### config.mk
export PLATFORM = sky130hd
export DESIGN_NAME = mouse_sync_pipe
export DESIGN_NICKNAME = d
export VERILOG_FILES = /design/src/rtl/mouse_sync_pipe.sv
export SDC_FILE = /design/constraint.sdc
export NUM_CORES = 1
export LEC_CHECK = 0
export BUFFER_PORTS_ARGS = -buffer_cell sky130_fd_sc_hd__buf_2
export CORE_MARGIN = 4
export CORE_UTILIZATION = 30
export CTS_CLUSTER_DIAMETER = 100
export DETAILED_ROUTE_END_ITERATION = 10
export HOLD_SLACK_MARGIN = 0.02
export PLACE_DENSITY_LB_ADDON = 0.1
export REMOVE_ABC_BUFFERS = 1
export SETUP_SLACK_MARGIN = 0.05
export SKIP_CTS_REPAIR_TIMING = 1
export SKIP_LAST_GASP = 1
export SLEW_MARGIN = 5
export SYNTH_ARGS = -nofsm -noshare
export SYNTH_HDL_FRONTEND = slang
export SYNTH_SLANG_ARGS = --single-unit
### constraint.sdc
create_clock -name pclk -period 1.1 [get_ports pclk]
set_input_delay 0.22 -clock pclk [delete_from_list [all_inputs] [get_ports pclk]]
set_output_delay 0.22 -clock pclk [all_outputs]
set_load 0.01 [all_outputs]
### src/rtl/mouse_sync_pipe.sv
// Enable-gated pipeline for mouse position/buttons: clamps coordinates to the
// visible area, delays by STAGES advances, and flags button/movement events.
module mouse_sync_pipe #(
   parameter int unsigned XW     = 11,
   parameter int unsigned YW     = 11,
   parameter int unsigned NBTN   = 3,
   parameter int unsigned STAGES = 2,
   parameter int unsigned XMAX   = 799,
   parameter int unsigned YMAX   = 599
) (
   input  logic            pclk,
   input  logic            rst,
   input  logic            en,
   input  logic [XW-1:0]   xpos_in,
   input  logic [YW-1:0]   ypos_in,
   input  logic [NBTN-1:0] btn_in,
   output logic [XW-1:0]   xpos_out,
   output logic [YW-1:0]   ypos_out,
   output logic [NBTN-1:0] btn_out,
   output logic [NBTN-1:0] btn_press,
   output logic [NBTN-1:0] btn_release,
   output logic            moved,
   output logic            valid_out
);

   localparam int unsigned CW   = $clog2(STAGES + 1);
   localparam int unsigned PREV = (STAGES > 1) ? STAGES - 2 : 0;
   localparam logic [XW-1:0] XLIM = XW'(XMAX);
   localparam logic [YW-1:0] YLIM = YW'(YMAX);
   localparam logic [CW-1:0] FULL = CW'(STAGES);

   logic [XW-1:0]   x_q [STAGES];
   logic [YW-1:0]   y_q [STAGES];
   logic [NBTN-1:0] b_q [STAGES];
   logic [CW-1:0]   cnt;

   logic [XW-1:0]   x_c, next_x;
   logic [YW-1:0]   y_c, next_y;
   logic [NBTN-1:0] next_b;

   always_comb begin
      x_c = (xpos_in > XLIM) ? XLIM : xpos_in;
      y_c = (ypos_in > YLIM) ? YLIM : ypos_in;
   end

   // Value about to enter the last stage; with one stage that is the clamped input.
   always_comb begin
      next_x = (STAGES > 1) ? x_q[PREV] : x_c;
      next_y = (STAGES > 1) ? y_q[PREV] : y_c;
      next_b = (STAGES > 1) ? b_q[PREV] : btn_in;
   end

   always_ff @(posedge pclk or negedge rst) begin
      if (!rst) begin
         for (int unsigned k = 0; k < STAGES; k++) begin
            x_q[k] <= '0;
            y_q[k] <= '0;
            b_q[k] <= '0;
         end
         cnt         <= '0;
         valid_out   <= 1'b0;
         btn_press   <= '0;
         btn_release <= '0;
         moved       <= 1'b0;
      end else begin
         btn_press   <= '0;
         btn_release <= '0;
         moved       <= 1'b0;
         if (en) begin
            x_q[0] <= x_c;
            y_q[0] <= y_c;
            b_q[0] <= btn_in;
            for (int unsigned k = 1; k < STAGES; k++) begin
               x_q[k] <= x_q[k-1];
               y_q[k] <= y_q[k-1];
               b_q[k] <= b_q[k-1];
            end
            if (cnt != FULL) cnt <= cnt + 1'b1;
            valid_out <= (cnt >= FULL - 1'b1);
            // Pulses use valid_out from before this edge, so the filling edge is silent.
            btn_press   <= {NBTN{valid_out}} & next_b & ~btn_out;
            btn_release <= {NBTN{valid_out}} & ~next_b & btn_out;
            moved       <= valid_out & ((next_x != xpos_out) | (next_y != ypos_out));
         end
      end
   end

   assign xpos_out = x_q[STAGES-1];
   assign ypos_out = y_q[STAGES-1];
   assign btn_out  = b_q[STAGES-1];

endmodule

==> impl_metrics.tcl <==
set metrics [dict create \
    ir_drop_mv 0.902 \
    dpl.hpwl_um 4170 \
    rsz0062_at_grt "true" \
    cp_slowest_cell "dfrtp_1" \
    firstDrtPassIters 4 \
    die_h_um 99.2 \
    maxCapViolCount 0 \
    fin_util_pct 47.2 \
    dpl_cell_area_mm2 0.00335 \
    crit_type "reg2out" \
    syn_inst 194 \
    arrival_ns 1.11 \
    setup_tns_ns -1.66 \
    end_kind "primary output" \
    num_antenna_cells 0 \
    grt_pass1_vias 1917 \
    failed_checks "negative setup slack" \
    tightest_slew_ns 0.377 \
    start_kind "flop" \
    period_share_pct 121 \
    powerDensity_mw_per_mm2 1560 \
    ioPinCount 61 \
    drc 0 \
    finalSetupViolations 19 \
    cts_buffers 9 \
    ys_seq_area_share_pct 60.2 \
    clk_pin_slew_ns 0.07 \
    cts_tree "yes" \
    drive_gt1_share_pct 52.8 \
    vias_per_cell 4.45 \
    fin_ws_ns -0.226 \
    wl_per_cell_um 13.5 \
    cts_buffer_depth 2 \
    grt_pass1_wl_um 9470 \
    die-area_mm2 0.00984 \
    period_minus_slack_ns 1.33 \
    cts_sinks 60 \
    avgSynthCellArea_um2 12.9 \
    cp_num_buf_inv 3 \
    worstPathMaxFanout 2 \
    ys_ff_latch 60 \
    portBuffers 60 \
    gp_congestion 0.732 \
    fp.coreArea_mm2 0.00813 \
    fmaxAchievable_ghz 0.754 \
    gr-total-overflow 0 \
    grt_max_degree 61 \
    htreeDepth 3 \
    postRouteAntennaNets 0 \
    die_w_um 99.2 \
    cpPeakStageDelay_ns 0.41 \
    syn_area_mm2 0.00250 \
    yosysWarnings 0 \
    ys_types 24 \
    path_delay_family "flip-flops" \
    worstPathCellList "buf_4 -> buf_6 -> buf_2" \
    p_leak_nw 1.77 \
    hp-class "in2reg" \
    routed_wl_um 5820 \
    finalNetCount 352 \
    ctsRootBufferMaster "clkbuf_8" \
    rows 33 \
    area_growth_pct 53.7 \
    total_power_w 0.00598 \
    hold_viol 0 \
    stdcell_area_mm2 0.00384 \
    slew_headroom_pct 74.7 \
    grt_antenna_before_repair 0 \
    drt_iter0_markers 24 \
    num_vias 1917 \
    clock_skew_ns 0.00474 \
    initial_core_util_pct 30.7 \
    outcome "finished, violations left" \
    final-max-slew-violation-count 0 \
    worstPathRequired_ns 0.88 \
    insertion_delay_ns 0.33 \
    track_usage_pct 12.4 \
]
## kinds of logic (layout without fill, tap and decap cells)
kind of cell               count (synthesis)  count (layout)  share of synthesized area, %
DFF                                       60              60                          60.2
adders and majority gates                  2               2                          1.00
muxes                                     29              29                          13.1
and+or+nand+nor                           39              39                          7.87
buffers and inverters                     15             147                          2.41
xor gates and xnor gates                  23              23                          8.07
AOI/OAI and AO/OA                         26              26                          7.42
## final cells by class
cell class,count,area (um2)
multi-input cells,119,980
fillers,773,4300
repair buffers,125,1010
flip-flops and latches,60,1500
clock buffers,13,149
clock inverters,2,35.0
inverters,7,26.3
well taps,105,131
## power breakdown
part           switching (W)  internal [W]
combinational       0.000563      0.000876
sequential          0.000184       0.00245
clock               0.000813       0.00110
total                0.00156       0.00442
## Yosys cell counts
library cell | number | area share [%]
o2bb2ai_1 | 5 | 1.8
o311ai_0 | 1 | 0.35
a211o_1 | 2 | 0.70
xor2_1 | 4 | 1.4
nor4_1 | 2 | 0.50
a21oi_1 | 9 | 1.8
a21o_1 | 1 | 0.30
buf_2 | 3 | 0.60
xnor2_1 | 19 | 6.7
nand3_1 | 2 | 0.40
mux2_2 | 29 | 13
o21ai_0 | 2 | 0.40
o22a_1 | 5 | 1.8
a41oi_1 | 1 | 0.35
nor2b_1 | 2 | 0.50
nand4_1 | 4 | 1.0
ha_1 | 2 | 1.0
nor3b_1 | 6 | 1.8
inv_1 | 7 | 1.1
dfrtp_1 | 60 | 60
nand2b_1 | 2 | 0.50
nand2_1 | 4 | 0.60
clkbuf_1 | 5 | 0.75
nor2_1 | 17 | 2.6
## registers in the layout, indices dropped and copies added (netlist names)
register	cells
ypos_out	11
next_y	11
btn_press	3
xpos_out	11
next_b	3
cnt	2
valid_out	1
btn_out	3
moved	1
next_x	11
btn_release	3
## metrics by stage
step / hold slack (ns) / worst slack [ns] / instances
floorplan: -0.0756 / -0.206 / 186
global placement: 0.263 / -0.405 / 407
detailed placement: 0.262 / -0.424 / 407
CTS: -0.101 / -0.283 / 422
global route: 0.0950 / -0.329 / 431
finish: 0.121 / -0.226 / 431
## path summary, 6_finish.rpt
kind | start | to | slack [ns] | cells after the start
max in group asynchronous | rst | next_y[3]$_DFFE_PN0P_ | 0.39 | 3
hold / removal | btn_in[0] | next_b[0]$_DFFE_PN0P_ | 0.12 | 2
setup reg to reg | ypos_out[0]$_DFFE_PN0P_ | moved$_DFF_PN0_ | -0.20 | 4
min in group asynchronous | rst | xpos_out[7]$_DFFE_PN0P_ | 0.42 | 3
hold reg to reg | next_b[0]$_DFFE_PN0P_ | btn_release[0]$_DFF_PN0_ | 0.48 | 1
setup / recovery | ypos_out[0]$_DFFE_PN0P_ | ypos_out[0] | -0.23 | 3
## metal layers
metal / up-vias / wire (um) / GRT usage [%] / part of all wire, %
met5: - / 0 / 0 / 0
met4: 0 / 57 / 3.47 / 0.98
met3: 6 / 430 / 5.47 / 7.4
met2: 50 / 2750 / 19.4 / 47
met1: 930 / 2580 / 15.7 / 44
li1: 931 / - / - / -
## cell usage in the layout, fill, tap and decap left out
master	instances
dfrtp_1	60
buf_4	45
buf_2	40
buf_6	36
mux2_2	28
nor2_1	17
xnor2_1	16
clkbuf_8	10
a21oi_1	9
nor3b_1	6
inv_1	6
o22a_1	5
o2bb2ai_1	5
nand2_1	4
xor2_1	4
nand4_1	4
xnor2_2	3
clkbuf_1	3
buf_12	3
nor4_1	2
nand3_1	2
o21ai_0	2
nor2b_1	2
inv_2	1
a41oi_1	1
a21o_1	1
a211o_1	1
a211o_4	1
nand2b_4	1
o311ai_0	1
nand2b_1	1
mux2_4	1
ha_1	1
ha_2	1
bufinv_16	1
clkinv_2	1
dlygate4sd3_1	1
Power figures use the tool's default switching activity.
